File: src/rtl/i2c_target_if.sv
// I2C target bus bundle: line levels in, open-drain enable out, byte-level
// receive/transmit handshake.
interface i2c_target_if;
    logic       scl_in;
    logic       sda_in;
    logic       sda_oe;
    logic [7:0] rx_data;
    logic       rx_valid;
    logic [7:0] tx_data;
    logic       tx_taken;
    logic       busy;

    modport slave (
        input  scl_in,
        input  sda_in,
        input  tx_data,
        output sda_oe,
        output rx_data,
        output rx_valid,
        output tx_taken,
        output busy
    );

    modport master (
        output scl_in,
        output sda_in,
        output tx_data,
        input  sda_oe,
        input  rx_data,
        input  rx_valid,
        input  tx_taken,
        input  busy
    );
endinterface

File: src/rtl/i2c_target.sv
// I2C target with 7-bit address match. SCL/SDA are oversampled on clk through
// 2-flop synchronisers; received bytes pop out on rx_data/rx_valid, read bytes
// are fetched from tx_data with a tx_taken pulse.
module i2c_target #(
    parameter logic [6:0] TARGET_ADDR = 7'h50
) (
    input  logic         clk,
    input  logic         rst,
    i2c_target_if.slave  bus
);

    typedef enum logic [2:0] {
        ST_IDLE      = 3'd0,
        ST_ADDR      = 3'd1,
        ST_ADDR_ACK  = 3'd2,
        ST_RX        = 3'd3,
        ST_RX_ACK    = 3'd4,
        ST_TX        = 3'd5,
        ST_TX_ACK    = 3'd6,
        ST_WAIT_STOP = 3'd7
    } state_t;

    logic       r_scl_sync1, r_scl_sync2, r_scl_hist;
    logic       r_sda_sync1, r_sda_sync2, r_sda_hist;
    state_t     r_state;
    logic [3:0] r_bit_cnt;
    logic [7:0] r_shift;
    logic       r_rw;
    logic       r_sda_oe;
    logic [7:0] r_rx_data;
    logic       r_rx_valid;
    logic       r_tx_taken;
    logic       r_busy;

    logic       w_scl_rise, w_scl_fall, w_start, w_stop, w_last_bit;
    logic [7:0] w_shift_next;

    assign w_scl_rise   = r_scl_sync2 & ~r_scl_hist;
    assign w_scl_fall   = ~r_scl_sync2 & r_scl_hist;
    // SCL must be high on both samples so an SCL edge never masquerades as START/STOP
    assign w_start      = r_scl_sync2 & r_scl_hist & r_sda_hist & ~r_sda_sync2;
    assign w_stop       = r_scl_sync2 & r_scl_hist & ~r_sda_hist & r_sda_sync2;
    assign w_last_bit   = (r_bit_cnt == 4'd7);
    assign w_shift_next = {r_shift[6:0], r_sda_sync2};

    assign bus.sda_oe   = r_sda_oe;
    assign bus.rx_data  = r_rx_data;
    assign bus.rx_valid = r_rx_valid;
    assign bus.tx_taken = r_tx_taken;
    assign bus.busy     = r_busy;

    // Synchronise the bus lines and keep one history sample for edge detection.
    always_ff @(posedge clk or posedge rst) begin
        if (rst) begin
            r_scl_sync1 <= 1'b1;
            r_scl_sync2 <= 1'b1;
            r_scl_hist  <= 1'b1;
            r_sda_sync1 <= 1'b1;
            r_sda_sync2 <= 1'b1;
            r_sda_hist  <= 1'b1;
        end else begin
            r_scl_sync1 <= bus.scl_in;
            r_scl_sync2 <= r_scl_sync1;
            r_scl_hist  <= r_scl_sync2;
            r_sda_sync1 <= bus.sda_in;
            r_sda_sync2 <= r_sda_sync1;
            r_sda_hist  <= r_sda_sync2;
        end
    end

    // Protocol FSM: START/STOP override everything, otherwise step on SCL edges.
    always_ff @(posedge clk or posedge rst) begin
        if (rst) begin
            r_state    <= ST_IDLE;
            r_bit_cnt  <= 4'd0;
            r_shift    <= 8'h00;
            r_rw       <= 1'b0;
            r_sda_oe   <= 1'b0;
            r_rx_data  <= 8'h00;
            r_rx_valid <= 1'b0;
            r_tx_taken <= 1'b0;
            r_busy     <= 1'b0;
        end else begin
            r_rx_valid <= 1'b0;
            r_tx_taken <= 1'b0;
            if (w_start) begin
                r_state   <= ST_ADDR;
                r_bit_cnt <= 4'd0;
                r_sda_oe  <= 1'b0;
                r_busy    <= 1'b0;
            end else if (w_stop) begin
                r_state   <= ST_IDLE;
                r_bit_cnt <= 4'd0;
                r_sda_oe  <= 1'b0;
                r_busy    <= 1'b0;
            end else begin
                case (r_state)
                    ST_ADDR: begin
                        if (w_scl_rise) begin
                            r_shift <= w_shift_next;
                            if (w_last_bit) begin
                                r_bit_cnt <= 4'd0;
                                // r_shift[6:0] holds the address; the live sample is R/W
                                if (r_shift[6:0] == TARGET_ADDR) begin
                                    r_rw    <= r_sda_sync2;
                                    r_busy  <= 1'b1;
                                    r_state <= ST_ADDR_ACK;
                                end else begin
                                    r_state <= ST_WAIT_STOP;
                                end
                            end else begin
                                r_bit_cnt <= r_bit_cnt + 4'd1;
                            end
                        end
                    end
                    ST_ADDR_ACK: begin
                        // bit counter 0: waiting to drive ACK; 1: ACK on the bus
                        if (w_scl_fall) begin
                            if (r_bit_cnt == 4'd0) begin
                                r_sda_oe  <= 1'b1;
                                r_bit_cnt <= 4'd1;
                            end else begin
                                r_bit_cnt <= 4'd0;
                                if (r_rw) begin
                                    r_shift    <= bus.tx_data;
                                    r_tx_taken <= 1'b1;
                                    r_sda_oe   <= ~bus.tx_data[7];
                                    r_state    <= ST_TX;
                                end else begin
                                    r_sda_oe <= 1'b0;
                                    r_state  <= ST_RX;
                                end
                            end
                        end
                    end
                    ST_RX: begin
                        if (w_scl_rise) begin
                            r_shift <= w_shift_next;
                            if (w_last_bit) begin
                                r_bit_cnt  <= 4'd0;
                                r_rx_data  <= w_shift_next;
                                r_rx_valid <= 1'b1;
                                r_state    <= ST_RX_ACK;
                            end else begin
                                r_bit_cnt <= r_bit_cnt + 4'd1;
                            end
                        end
                    end
                    ST_RX_ACK: begin
                        if (w_scl_fall) begin
                            if (r_bit_cnt == 4'd0) begin
                                r_sda_oe  <= 1'b1;
                                r_bit_cnt <= 4'd1;
                            end else begin
                                r_sda_oe  <= 1'b0;
                                r_bit_cnt <= 4'd0;
                                r_state   <= ST_RX;
                            end
                        end
                    end
                    ST_TX: begin
                        if (w_scl_fall) begin
                            if (w_last_bit) begin
                                r_bit_cnt <= 4'd0;
                                r_sda_oe  <= 1'b0;
                                r_state   <= ST_TX_ACK;
                            end else begin
                                r_bit_cnt <= r_bit_cnt + 4'd1;
                                r_shift   <= {r_shift[6:0], 1'b0};
                                r_sda_oe  <= ~r_shift[6];
                            end
                        end
                    end
                    ST_TX_ACK: begin
                        // controller's ACK/NACK lands in r_shift[0]; counter marks it sampled
                        if (w_scl_rise) begin
                            r_shift   <= w_shift_next;
                            r_bit_cnt <= 4'd1;
                        end else if (w_scl_fall && (r_bit_cnt == 4'd1)) begin
                            r_bit_cnt <= 4'd0;
                            if (!r_shift[0]) begin
                                r_shift    <= bus.tx_data;
                                r_tx_taken <= 1'b1;
                                r_sda_oe   <= ~bus.tx_data[7];
                                r_state    <= ST_TX;
                            end else begin
                                r_sda_oe <= 1'b0;
                                r_state  <= ST_WAIT_STOP;
                            end
                        end
                    end
                    ST_IDLE, ST_WAIT_STOP: begin
                        r_sda_oe <= 1'b0;
                    end
                    default: begin
                        r_state  <= ST_IDLE;
                        r_sda_oe <= 1'b0;
                    end
                endcase
            end
        end
    end

endmodule

File: src/flat_wrapper.sv
// flat-port wrapper written by rule: the top's interface ports become plain ports
module i2c_target_flat 
#(
    parameter logic [6:0] TARGET_ADDR = 7'h50
)
  (clk, rst, bus_scl_in, bus_sda_in, bus_tx_data, bus_sda_oe, bus_rx_data, bus_rx_valid, bus_tx_taken, bus_busy);
  i2c_target_if bus_i ();
  input  logic clk;
  input  logic rst;
  input wire logic [$bits(bus_i.scl_in)-1:0] bus_scl_in;
  input wire logic [$bits(bus_i.sda_in)-1:0] bus_sda_in;
  input wire logic [$bits(bus_i.tx_data)-1:0] bus_tx_data;
  output wire logic [$bits(bus_i.sda_oe)-1:0] bus_sda_oe;
  output wire logic [$bits(bus_i.rx_data)-1:0] bus_rx_data;
  output wire logic [$bits(bus_i.rx_valid)-1:0] bus_rx_valid;
  output wire logic [$bits(bus_i.tx_taken)-1:0] bus_tx_taken;
  output wire logic [$bits(bus_i.busy)-1:0] bus_busy;
  assign bus_i.scl_in = bus_scl_in;
  assign bus_i.sda_in = bus_sda_in;
  assign bus_i.tx_data = bus_tx_data;
  assign bus_sda_oe = bus_i.sda_oe;
  assign bus_rx_data = bus_i.rx_data;
  assign bus_rx_valid = bus_i.rx_valid;
  assign bus_tx_taken = bus_i.tx_taken;
  assign bus_busy = bus_i.busy;
  i2c_target #(.TARGET_ADDR(TARGET_ADDR)) u_core (.clk(clk), .rst(rst), .bus(bus_i));
endmodule
File: config.mk
export PLATFORM = sky130hd
export DESIGN_NAME = i2c_target_flat
export DESIGN_NICKNAME = d
export VERILOG_FILES = /design/src/rtl/i2c_target_if.sv /design/src/rtl/i2c_target.sv /design/src/flat_wrapper.sv
export SDC_FILE = /design/constraint.sdc
export NUM_CORES = 1
export LEC_CHECK = 0
export CAP_MARGIN = 10
export CORE_UTILIZATION = 50
export DETAILED_ROUTE_END_ITERATION = 8
export GPL_ROUTABILITY_DRIVEN = 0
export GPL_TIMING_DRIVEN = 0
export PLACE_DENSITY = 0.8
export SLEW_MARGIN = 30
export SYNTH_ARGS = -nofsm -noshare
export SYNTH_HDL_FRONTEND = slang
export SYNTH_SLANG_ARGS = --single-unit
File: constraint.sdc
create_clock -name clk -period 3 [get_ports clk]
set_clock_uncertainty 0.05 [all_clocks]
set_input_delay 0.75 -clock clk [delete_from_list [all_inputs] [get_ports clk]]
set_output_delay 0.75 -clock clk [all_outputs]
set_load 0.01 [all_outputs]
==> results.cfg, run 1 <==
[outcome]
status = completed

[route]
final_antenna_net_count = 0
drcViolationCount = 0
viasPerCell = 5.97
dr.pass1.iters = 4
wl_per_cell_microns = 16.4
vias = 1535
drt_iter0_drc = 112
wirelength_microns = 4230

[sta]
fin_crit_sh_pct = 78.2
setup_violations = 0
final_hold_viol_count = 0
rsz0062_at_grt = false
fin_tns_setup_ns = 0
tightest_slew_ns = 0.661
period_needed_ns = 2.35
slew_viol_final = 0
setup_ws_ns = 0.654
slew_headroom_pct = 55.8
fmax_ghz = 0.426

[power]
irDropWorstVdd_mv = 0.386
power_density_nw_per_um2 = 709
leakage_nw = 0.964

[global_route]
first_global_vias = 1551
antenna_found_initial = 0
grt_usage_pct = 23.8
grt_pass1_wl_microns = 7330
grt_max_degree = 34
overflow = 0

[place]
hpwl_microns = 3120
port_buffers = 23
placedCellCount = 249
dp_slack_ns = 0.666

[clocking]
cts.repair.resized = 0
path_clk_slew_ns = 0.06
cts_buffers = 5
clk_path_buf_depth = 2
clock_latency_ns = 0.29
hold_buffers = 0
clock-sinks = 33
clock-root-buffer = clkbuf_8
htree_levels = 2
cts_tree = built
cts_setup_buffers = 0

[worst_setup_path]
cp.required_ns = 3.12
cp_slowest_cell = dfrtp_1
crit_type = reg2reg
crit_buf_inv = 2
cp-end-kind = register
ff2ff_setup_slack_ns = 0.65
worst_ep_arrival_time_ns = 2.46
worstPathMaxFanout = 6
slowest_delay_ns = 0.39
start_kind = register
path_delay_family = simple AND/OR/NAND/NOR gates
crit_chain = inv_1 > ha_1 > or3b_1 > buf_2 > or3_4 > a21oi_4 > nand3_4 > mux2_4

[yosys]
seq_area_frac_synth_pct = 43.9
ys_types = 56
ys.flop_type = dfrtp_1
yosysTopAreaCell = dfrtp_1
syn_inst = 178
ys_top_cells_by_area = dfrtp_1, dfstp_2, mux2_2, mux2_4, a22o_1
syn_area_per_cell_sq_um = 10.7
synth_top_area_share_pct = 35.6
synth_edf_count = 0
synth-async-reset-ratio_pct = 100
syn_area_sq_um = 1900
ys_warn_count = 0
ys_ff_latch = 33
syn-num-nets = 193

[floorplanning]
die_h_microns = 63.6
boundaryPins = 24
die_w_microns = 63.6
dieArea_sq_um = 4040
coreArea_sq_um = 3660
start_util_pct = 51.8
num_rows = 22

[finish]
multi_input_area_sq_um = 998
n_antenna_cell = 0
layout-drive-gt1-share_pct = 18.2
stdcell_count = 257
area_growth_pct = 19.7
nFillCells = 286
nNetsFinal = 223
seqCellArea_sq_um = 833

[worst_hold_path]
hold_class = reg2reg

[job]
cap_viol_max_count = 0
metrics by stage:
step	cell area [sq um]	utilization [%]	hold WS, ns	total power, mW
final	2270	62.0	0.307	1.61
after global routing	2270	62.0	0.310	1.72
after CTS	2270	62.0	0.309	1.61
after detailed placement	2190	59.7	0.299	1.28
after global placement	2190	59.7	0.296	1.25
after floorplan	1900	-	0.295	1.12
layer usage:
metal | global-route usage [%] | share of wire (%)
met1 | 31.7 | 44
met2 | 37.6 | 49
met3 | 5.07 | 5.4
met5 | 0 | 0
met4 | 9.38 | 1.7
Yosys cell counts (4+ instances only):
cell type,n
dfstp_2,6
nand2_1,6
mux2_4,6
a21oi_1,5
nor3b_1,4
nor3_1,4
nor2b_1,5
nand3_1,7
o21ai_0,6
mux2_2,10
clkbuf_1,7
nor2_1,12
nand2b_1,6
a22o_1,6
inv_1,8
dfrtp_1,27
state kept, by name, summed over array words and instances, names as in the netlist, 3 cells and up:
signal and count:
u_core.bus.rx_data 8, u_core.r_bit_cnt 4, u_core.r_state 3, u_core.r_shift 7
path summary, 6_finish.rpt:
kind	cells past startpoint	endpoint	startpoint
hold reg to reg	0	u_core.r_sda_sync2	u_core.r_sda_sync1
setup reg to reg	8	u_core.r_shift[5]	u_core.r_bit_cnt[1]
max in group asynchronous	2	u_core.r_shift[4]	rst
hold / removal	0	u_core.r_sda_sync2	u_core.r_sda_sync1
min in group asynchronous	2	u_core.bus.rx_data[4]	rst
setup / recovery	8	u_core.r_shift[5]	u_core.r_bit_cnt[1]
report_power, final:
group	internal, mW	leakage, nW	total, mW	switching (mW)
clock network	0.164	0.0385	0.324	0.160
logic	0.332	0.510	0.652	0.320
registers	0.539	0.415	0.634	0.0942
cell type report:
type                    count  area share (%)
repair buffers             23            10.1
flip-flops and latches     33            36.7
plain buffers               9            1.54
clock inverters             1           0.331
multi-input cells         128            44.0
clock buffers               7            3.36
inverters                   8            1.32
well taps                  48            2.64
logic make-up after synthesis:
| family | share of synthesized area [%] |
|---|---|
| and+or+nand+nor | 18.7 |
| AOI/OAI and AO/OA | 20.8 |
| DFF | 43.9 |
| buffers and inverters | 3.43 |
| muxes | 10.7 |
| adders and majority gates | 1.98 |
| xor gates and xnor gates | 0.462 |
cell usage in the layout (no fill, tap or decap), types with 7 or more instances in the layout:
cell	netlist	routed
mux2_2	10	10
nor2_1	12	12
nand3_1	7	7
clkdlybuf4s50_1	0	23
dfrtp_1	27	27
inv_1	8	7
clkbuf_1	7	9
Power figures use the tool's default switching activity.
==> run 2: changes to the inputs <==
clock period = 2.23 ns   (was 3 ns; I/O delays follow)
==> results.cfg, run 2 (synthesis results as in run 1) <==
[worst_setup_path]
r2r_start = u_core.r_bit_cnt[1]
cp.required_ns = 2.35
cp-end-kind = register
worstPathMaxFanout = 6
crit_chain = inv_2 > ha_1 > or3b_4 > or3_4 > a21oi_4 > nand3_4 > mux2_4
worst_ep_arrival_time_ns = 2.37
worst-r2r-cell-count = 7
path_delay_family = simple AND/OR/NAND/NOR gates
ff2ff_setup_slack_ns = -0.02
start_kind = register
worstSetupStartpoint = u_core.r_bit_cnt[1]
r2r-end = u_core.r_shift[5]
crit_type = reg2reg
slowest_delay_ns = 0.40
crit_buf_inv = 1
cp_slowest_cell = dfrtp_1

[finish]
nFillCells = 282
fin_util_pct = 63.3
stdcell_count = 260
seqCellArea_sq_um = 833
n_antenna_cell = 0
largest_reg_flops = 8
final_common_cell = dfrtp_1
area_growth_pct = 22.2
final_cell_mix = dfrtp_1, clkdlybuf4s50_1, nor2_1
layout-drive-gt1-share_pct = 23.1
multi_input_area_sq_um = 1010
nNetsFinal = 226

[sta]
period_needed_ns = 2.25
fin_crit_sh_pct = 101
tightest_slew_ns = 0.672
setup_violations = 6
final_hold_viol_count = 0
slew_viol_final = 0
fmax_ghz = 0.444
rsz0062_at_grt = true
setup_ws_ns = -0.0210
slew_headroom_pct = 55.1

[clocking]
cts_buffers = 5
clock-root-buffer = clkbuf_8
htree_levels = 2
hold_buffers = 0
path_clk_slew_ns = 0.06
cts_tree = built
clock-sinks = 33
clock_latency_ns = 0.29
clk_path_buf_depth = 2

[global_route]
grt_usage_pct = 24.0
antenna_found_initial = 0
overflow = 0
first_global_vias = 1560
grt_max_degree = 34
grt_pass1_wl_microns = 7380

[place]
port_buffers = 23
hpwl_microns = 3120
placedCellCount = 249

[route]
wl_per_cell_microns = 17.0
wirelength_microns = 4420
drcViolationCount = 0
viasPerCell = 5.90
final_antenna_net_count = 0
vias = 1534
dr.pass1.iters = 4
drt_iter0_drc = 125

[outcome]
status = finished, violations left
violations = negative setup slack

[floorplanning]
boundaryPins = 24
coreArea_sq_um = 3660
start_util_pct = 51.8
die_h_microns = 63.6
num_rows = 22
dieArea_sq_um = 4040
die_w_microns = 63.6

[worst_hold_path]
holdPathStages = 0
worst_hold_path.endpoint = u_core.r_sda_sync2
hp-start = u_core.r_sda_sync1
hold_class = reg2reg

[power]
irDropWorstVdd_mv = 0.540
leakage_nw = 0.991
power_density_nw_per_um2 = 964

[job]
cap_viol_max_count = 0
run 2: cell types whose count changed in the layout (fill, tap and decap cells not counted), moves of 2 or more:
cell      delta
buf_4        +5
nor2b_2      +2
clkbuf_1     -2
nor2b_1      -2
run 2: layout make-up:
cell class	instances	share of cell area (%)
multi-input cells	128	43.8
flip-flops and latches	33	36.0
repair buffers	28	11.6
clock buffers	7	3.29
well taps	48	2.59
inverters	8	1.30
plain buffers	7	1.19
clock inverters	1	0.324
run 2: metal layers:
layer  share of wire, %  GRT usage (%)  vias up
li1                   -              -      731
met1                 45           31.6      744
met4                2.2           10.2        0
met2                 48           37.9       49
met5                  0              0        -
met3                4.5           5.25       10
run 2: how the worst max path moves through the flow:
stage                                    to  depth (start not counted)
final                     u_core.r_shift[5]                          7
after global routing      u_core.r_shift[5]                          7
after CTS                 u_core.r_shift[5]                          7
after detailed placement  u_core.r_shift[6]                          8
after global placement    u_core.r_shift[4]                          8
after floorplan           u_core.r_shift[1]                          8
run 2: what timing repair did:
action | CTS | global route
gates resized for setup | 3 | 5
pin swaps | 2 | 2
setup endpoints to repair | 8 | 10
setup buffers | 2 | 3
run 2: power breakdown:
group / internal [mW] / leakage (nW) / switching [mW]
combinational: 0.486 / 0.538 / 0.450
clock: 0.221 / 0.0385 / 0.216
sequential: 0.726 / 0.415 / 0.137
run 2: per-stage QoR:
| step | area (sq um) | TNS (ns) | hold WS (ns) | setup WS [ns] | power, mW |
|---|---|---|---|---|---|
| 2_1_floorplan | 1900 | 0 | 0.295 | 0.0252 | 1.51 |
| 4_1_cts | 2280 | -0.0404 | 0.309 | -0.0110 | 2.20 |
| 5_1_grt | 2320 | -0.545 | 0.310 | -0.0963 | 2.37 |
| 3_5_place_dp | 2190 | -0.612 | 0.299 | -0.104 | 1.73 |
| 6_report | 2320 | -0.0792 | 0.307 | -0.0210 | 2.23 |
| 3_3_place_gp | 2190 | -0.402 | 0.296 | -0.0698 | 1.68 |
